File: config.mk
export PLATFORM = sky130hd
export DESIGN_NAME = dap_bit_shifter
export DESIGN_NICKNAME = d
export VERILOG_FILES = /design/src/rtl/dap_bit_shifter.sv
export SDC_FILE = /design/constraint.sdc
export NUM_CORES = 1
export LEC_CHECK = 0
export CORE_ASPECT_RATIO = 0.75
export CORE_MARGIN = 2
export CORE_UTILIZATION = 30
export CTS_CLUSTER_SIZE = 30
export DETAILED_ROUTE_END_ITERATION = 7
export GPL_TIMING_DRIVEN = 1
export PLACE_DENSITY = 0.49
export SYNTH_ARGS = -nofsm -noshare
export SYNTH_HDL_FRONTEND = slang
export SYNTH_SLANG_ARGS = --single-unit
export TNS_END_PERCENT = 20
File: constraint.sdc
create_clock -name clk -period 8.04 [get_ports clk]
set_input_delay 1.608 -clock clk [delete_from_list [all_inputs] [get_ports clk]]
set_output_delay 1.608 -clock clk [all_outputs]
set_load 0.01 [all_outputs]
File: src/rtl/dap_bit_shifter.sv
// dap_bit_shifter: LSB-first serial shift engine paced by the baud generator's
// drive (sclk_negedge) and sample (sclk_sampling) strobes.
module dap_bit_shifter #(
    parameter int DATA_WIDTH = 32,
    parameter int LEN_WIDTH  = 6
) (
    input  logic                  clk,
    input  logic                  reset,
    input  logic                  start,
    input  logic [LEN_WIDTH-1:0]  len,
    input  logic                  drive_en,
    input  logic [DATA_WIDTH-1:0] tx_data,
    input  logic                  sclk_negedge,
    input  logic                  sclk_sampling,
    output logic                  gen_sampling,
    input  logic                  din,
    output logic                  dout,
    output logic                  dout_oe,
    output logic [DATA_WIDTH-1:0] rx_data,
    output logic                  busy,
    output logic                  done
);
    localparam int IW = DATA_WIDTH > 1 ? $clog2(DATA_WIDTH) : 1;
    typedef enum logic [1:0] {IDLE, ARM, SHIFT, FINISH} state_t;
    state_t state, state_nx;
    logic [DATA_WIDTH-1:0] tx_q;
    logic [LEN_WIDTH-1:0] n_q, tx_cnt, rx_cnt, rx_cnt_nx, eff_len;
    logic drv_q, accept, arm_go, samp_ok, drv_ok, fin_go;
    assign eff_len = (len == '0 || len > LEN_WIDTH'(DATA_WIDTH)) ? LEN_WIDTH'(DATA_WIDTH) : len;
    assign gen_sampling = state == SHIFT;
    assign done = state == FINISH;
    // The sample is resolved before the drive strobe, so a coincident final sample can end the transfer.
    always_comb begin
        accept = state == IDLE && start;
        arm_go = state == ARM && sclk_negedge;
        samp_ok = state == SHIFT && sclk_sampling && rx_cnt < n_q;
        rx_cnt_nx = samp_ok ? rx_cnt + LEN_WIDTH'(1) : rx_cnt;
        drv_ok = state == SHIFT && sclk_negedge && tx_cnt < n_q;
        fin_go = state == SHIFT && sclk_negedge && tx_cnt == n_q && rx_cnt_nx == n_q;
        state_nx = accept ? ARM : arm_go ? SHIFT : fin_go ? FINISH : state == FINISH ? IDLE : state;
    end
    always_ff @(posedge clk or posedge reset) begin
        if (reset)
            state <= IDLE;
        else
            state <= state_nx;
    end
    always_ff @(posedge clk or posedge reset) begin
        if (reset) begin
            tx_q <= '0;
            drv_q <= 1'b0;
            n_q <= '0;
            tx_cnt <= '0;
            rx_cnt <= '0;
            dout <= 1'b1;
            dout_oe <= 1'b0;
            rx_data <= '0;
            busy <= 1'b0;
        end else begin
            if (accept) begin
                tx_q <= tx_data;
                drv_q <= drive_en;
                n_q <= eff_len;
                rx_data <= '0;
                busy <= 1'b1;
            end
            if (arm_go) begin
                dout <= tx_q[0];
                tx_q <= tx_q >> 1;
                dout_oe <= drv_q;
                tx_cnt <= LEN_WIDTH'(1);
                rx_cnt <= '0;
            end
            if (samp_ok) begin
                rx_data[rx_cnt[IW-1:0]] <= din;
                rx_cnt <= rx_cnt_nx;
            end
            if (drv_ok) begin
                dout <= tx_q[0];
                tx_q <= tx_q >> 1;
                tx_cnt <= tx_cnt + LEN_WIDTH'(1);
            end
            if (state == FINISH) begin
                busy <= 1'b0;
                dout_oe <= 1'b0;
                dout <= 1'b1;
            end
        end
    end
endmodule

==> flow_summary.rst <==
.. list-table::
   :header-rows: 1

   * - Metric
     - Value
   * - Outcome
     - finished, final reports clean
   * - Yosys warning count
     - 0
   * - Wire length of the first global-routing pass
     - 19100 µm
   * - Cell count after placement
     - 699
   * - Final count of hold timing violations
     - 0
   * - Final count of negative-setup-slack endpoints
     - 0
   * - Series of cell instances along the critical path
     - clkdlybuf4s50_1 -> and3_1 -> o221ai_1 -> nand2_1 -> a22oi_1 -> o21ai_0
   * - Routed len/inst
     - 16.1 µm
   * - Top-area cell type share of the netlist area
     - 48.9%
   * - Area added between synthesis and finish
     - 27.8%
   * - Data arrival at the endpoint of the critical path
     - 4.14 ns
   * - Sequential element share of the synthesized area
     - 49.5%
   * - Netlist area before placement
     - 4460 µm²
   * - Pin count of the biggest net entering global routing
     - 47
   * - Via count
     - 3576
   * - Portion of the clock cycle consumed by the worst path in the final layout
     - 49.3%
   * - Routability cong.
     - 0.794
   * - Total wirelength of the detailed-routed design
     - 11500 µm
   * - Number of global-route vias before repair
     - 3728
   * - Synth async-reset ratio
     - 100%
   * - Number of max-slew violations in the final report
     - 0
   * - Antenna cell count
     - 0
   * - Reg-to-Reg Start
     - n_q[2]$_DFFE_PP0P_
   * - X dimension of the die
     - 145 µm
   * - Distinct cell type count of the synthesized netlist
     - 48
   * - Areal power density over the cells
     - 284 nW/µm²
   * - Maximum clock rate
     - 252 MHz
   * - Post-Synthesis Mean Instance Area
     - 10.0 µm²
   * - Multi-input logic area
     - 1930 µm²
   * - Max_cap viols
     - 0
   * - Cell class contributing the biggest share of worst-path delay
     - simple AND/OR/NAND/NOR gates
   * - # resized after CTS
     - 0
   * - NumNets Final
     - 572
   * - Kind of critical path
     - in2reg
   * - Kind of end point of the critical path
     - register
   * - Total global-route track usage
     - 15.4%
   * - Final worst path period need
     - 3.97 ns
   * - Peak per-stage delay on the critical path
     - 0.94 ns
   * - Setup total negative slack
     - 0 ns
   * - Starting density of the core
     - 30.7%
   * - Half-perimeter wire length after detailed placement
     - 7860 µm
   * - Die extent in y
     - 110 µm
   * - Beginning of the critical path
     - sclk_negedge
   * - I/O pin total
     - 82
   * - Setup repair after global routing missed its margin
     - no
   * - Number of storage elements in the synthesis netlist
     - 88
   * - Non-filler instance count after layout
     - 715
   * - Footprint of the flip-flops and latches
     - 2200 µm²
   * - Initial antenna violation count
     - 0
   * - Category of the worst setup path launch point
     - primary input
   * - CTS Sinks
     - 88
   * - Min-Delay Path Class
     - reg2reg
   * - Cell row count
     - 38
   * - Post-layout total power
     - 1.62 mW
   * - Number of nets with antenna violations after routing
     - 0
   * - Slew at the pin closest to its max-slew limit
     - 1.09 ns
   * - Required arrival time at the worst endpoint
     - 8.21 ns
   * - Grt ovf
     - 0
   * - Critical path's slowest cell
     - sky130_fd_sc_hd__nand2_1
   * - Most used standard cells in the synthesized netlist
     - sky130_fd_sc_hd__dfrtp_1 (87), sky130_fd_sc_hd__o21ai_0 (50), sky130_fd_sc_hd__inv_1 (47)
   * - Share of layout cells above drive strength 1
     - 5.83%
   * - Hold path start
     - busy$_DFFE_PP0P_
   * - H-tree levels
     - 3
   * - Number of buffers and inverters on the critical path
     - 1
   * - DRC violations left
     - 0
   * - Synthesized Nets
     - 507
   * - Number of post-CTS setup repair buffers
     - 0
   * - Root Buffer Master
     - sky130_fd_sc_hd__clkbuf_16
   * - Quantity of hold-fixing buffers added after cts
     - 0
   * - Cell accounting for the most synthesized area
     - sky130_fd_sc_hd__dfrtp_1
   * - Clock Skews
     - 0.00716 ns
   * - Post-synthesis cell count
     - 445
   * - Number of buffers added by the clock tree synthesis step
     - 9
   * - Clock-pin slew on the worst setup and hold paths
     - 0.06 ns
   * - Dominant synthesized flop cell
     - sky130_fd_sc_hd__dfrtp_1
   * - Total core area
     - 14500 µm²
   * - Cell with the most instances after synthesis
     - sky130_fd_sc_hd__dfrtp_1
   * - Standby leakage power
     - 2.43 nW
   * - TritonCTS clock tree
     - done
   * - Cells taking the most area after synthesis
     - sky130_fd_sc_hd__dfrtp_1 (49%), sky130_fd_sc_hd__o21ai_0 (5.6%), sky130_fd_sc_hd__a22oi_1 (5.2%)
   * - FILL cells
     - 1413
   * - Overall die area
     - 15900 µm²
   * - Insertion delay to the later sink of the worst-skew pair
     - 0.34 ns
   * - Number of vias per cell
     - 5.00
   * - Maximum VDD drop
     - 0.124 mV
   * - First-pass detailed-route iteration total
     - 4
   * - Number of buffers on the longest clock path
     - 2
   * - Maximum fanout along the worst path
     - 32
   * - Number of DRC markers after the initial detailed-route iteration
     - 260
   * - Max transition margin
     - 27.0%
   * - EDFF count, synth
     - 0
   * - Quantity of I/O buffers inserted on ports
     - 81
==> worst reg2reg max path, stage by stage, from the launching register on <==
cell and delay [ns]:
sky130_fd_sc_hd__dfrtp_1 0.42, sky130_fd_sc_hd__inv_1 0.14, sky130_fd_sc_hd__ha_1 0.31, sky130_fd_sc_hd__nand4_1 0.10
sky130_fd_sc_hd__o221ai_1 0.82, sky130_fd_sc_hd__nand2_1 0.94, sky130_fd_sc_hd__a22oi_1 0.40, sky130_fd_sc_hd__o21ai_0 0.15
==> per-stage QoR <==
stage          utilization [%]  setup slack (ns)  cell area (µm²)  hold WS, ns
6_report                  39.3              4.07             5700        0.484
5_1_grt                   39.3              3.76             5700        0.535
4_1_cts                   39.3              4.09             5700        0.488
3_5_place_dp              37.2              3.73             5400        0.471
3_3_place_gp              37.2              3.88             5400        0.468
2_1_floorplan                -              4.16             4460        0.446
==> cells in the final DEF, fill, tap and decap left out, types with 2 or more instances in the layout <==
| master | netlist | layout |
|---|---|---|
| sky130_fd_sc_hd__clkinv_2 | 0 | 3 |
| sky130_fd_sc_hd__o21ai_0 | 50 | 50 |
| sky130_fd_sc_hd__mux2i_1 | 6 | 6 |
| sky130_fd_sc_hd__a21oi_1 | 7 | 7 |
| sky130_fd_sc_hd__o311ai_0 | 6 | 6 |
| sky130_fd_sc_hd__o31ai_1 | 25 | 25 |
| sky130_fd_sc_hd__nand4_1 | 3 | 3 |
| sky130_fd_sc_hd__nor2b_1 | 5 | 5 |
| sky130_fd_sc_hd__inv_1 | 47 | 46 |
| sky130_fd_sc_hd__nand3_1 | 10 | 10 |
| sky130_fd_sc_hd__xor2_1 | 2 | 2 |
| sky130_fd_sc_hd__nand2b_1 | 4 | 4 |
| sky130_fd_sc_hd__nor2_1 | 12 | 12 |
| sky130_fd_sc_hd__ha_1 | 17 | 17 |
| sky130_fd_sc_hd__nor3_1 | 5 | 5 |
| sky130_fd_sc_hd__o41ai_1 | 6 | 6 |
| sky130_fd_sc_hd__nand3b_1 | 6 | 6 |
| sky130_fd_sc_hd__a22oi_1 | 31 | 31 |
| sky130_fd_sc_hd__o211ai_1 | 26 | 26 |
| sky130_fd_sc_hd__clkbuf_16 | 0 | 9 |
| sky130_fd_sc_hd__and3_1 | 3 | 3 |
| sky130_fd_sc_hd__clkdlybuf4s50_1 | 0 | 81 |
| sky130_fd_sc_hd__or2_2 | 2 | 2 |
| sky130_fd_sc_hd__dfrtp_1 | 87 | 87 |
| sky130_fd_sc_hd__xnor2_1 | 6 | 6 |
| sky130_fd_sc_hd__buf_4 | 0 | 3 |
| sky130_fd_sc_hd__and2_1 | 2 | 2 |
| sky130_fd_sc_hd__nand2_1 | 27 | 27 |
| sky130_fd_sc_hd__or3_1 | 2 | 2 |
==> final timing paths <==
path	to	slack, ns	depth (start not counted)
setup / recovery	tx_q[26]$_DFFE_PP0P_	4.07	6
hold reg to reg	busy$_DFFE_PP0P_	0.48	2
min in group asynchronous	rx_data[19]$_DFF_PP0_	1.70	2
max in group asynchronous	dout_oe$_DFFE_PP0P_	5.25	3
setup reg to reg	tx_q[26]$_DFFE_PP0P_	4.59	7
hold / removal	busy$_DFFE_PP0P_	0.48	2
==> logic make-up (layout without fill, tap and decap cells) <==
family | after synthesis | in the layout | synth area share [%]
mux | 7 | 7 | 1.60
fa+ha+maj | 17 | 17 | 4.77
simple gates | 85 | 85 | 9.83
xor+xnor | 8 | 8 | 1.57
compound gates | 163 | 163 | 25.6
buf+inv | 77 | 147 | 7.19
flops | 88 | 88 | 49.5
==> metal layers <==
metal,share of wire (%),global-route usage (%),routed length [µm]
met1,49,20.4,5600
met2,45,25.0,5180
met3,6.0,5.05,683
met4,0.070,3.26,8
met5,0,0,0
==> power by group <==
group          total (mW)  internal, mW  switching (mW)  leakage [nW]
combinational       0.533         0.212           0.321          1.14
clock               0.427         0.249           0.178         0.145
sequential          0.657         0.569          0.0883          1.15
==> registers in the layout (all words and copies together) (netlist names) <==
register / count
n_q: 6
dout: 1
rx_cnt: 6
state: 2
dout_oe: 1
rx_data: 32
tx_q: 32
drv_q: 1
tx_cnt: 6
busy: 1
==> layout make-up <==
class / instances / share of cell area [%]
Timing Repair Buffer: 84 / 14.6
Clock buffer: 11 / 4.26
Tap cell: 200 / 4.39
Multi-Input combinational cell: 280 / 33.9
Sequential cell: 88 / 38.7
Clock inverter: 5 / 0.989
Inverter: 47 / 3.12
(Power assumes the default switching activity.)
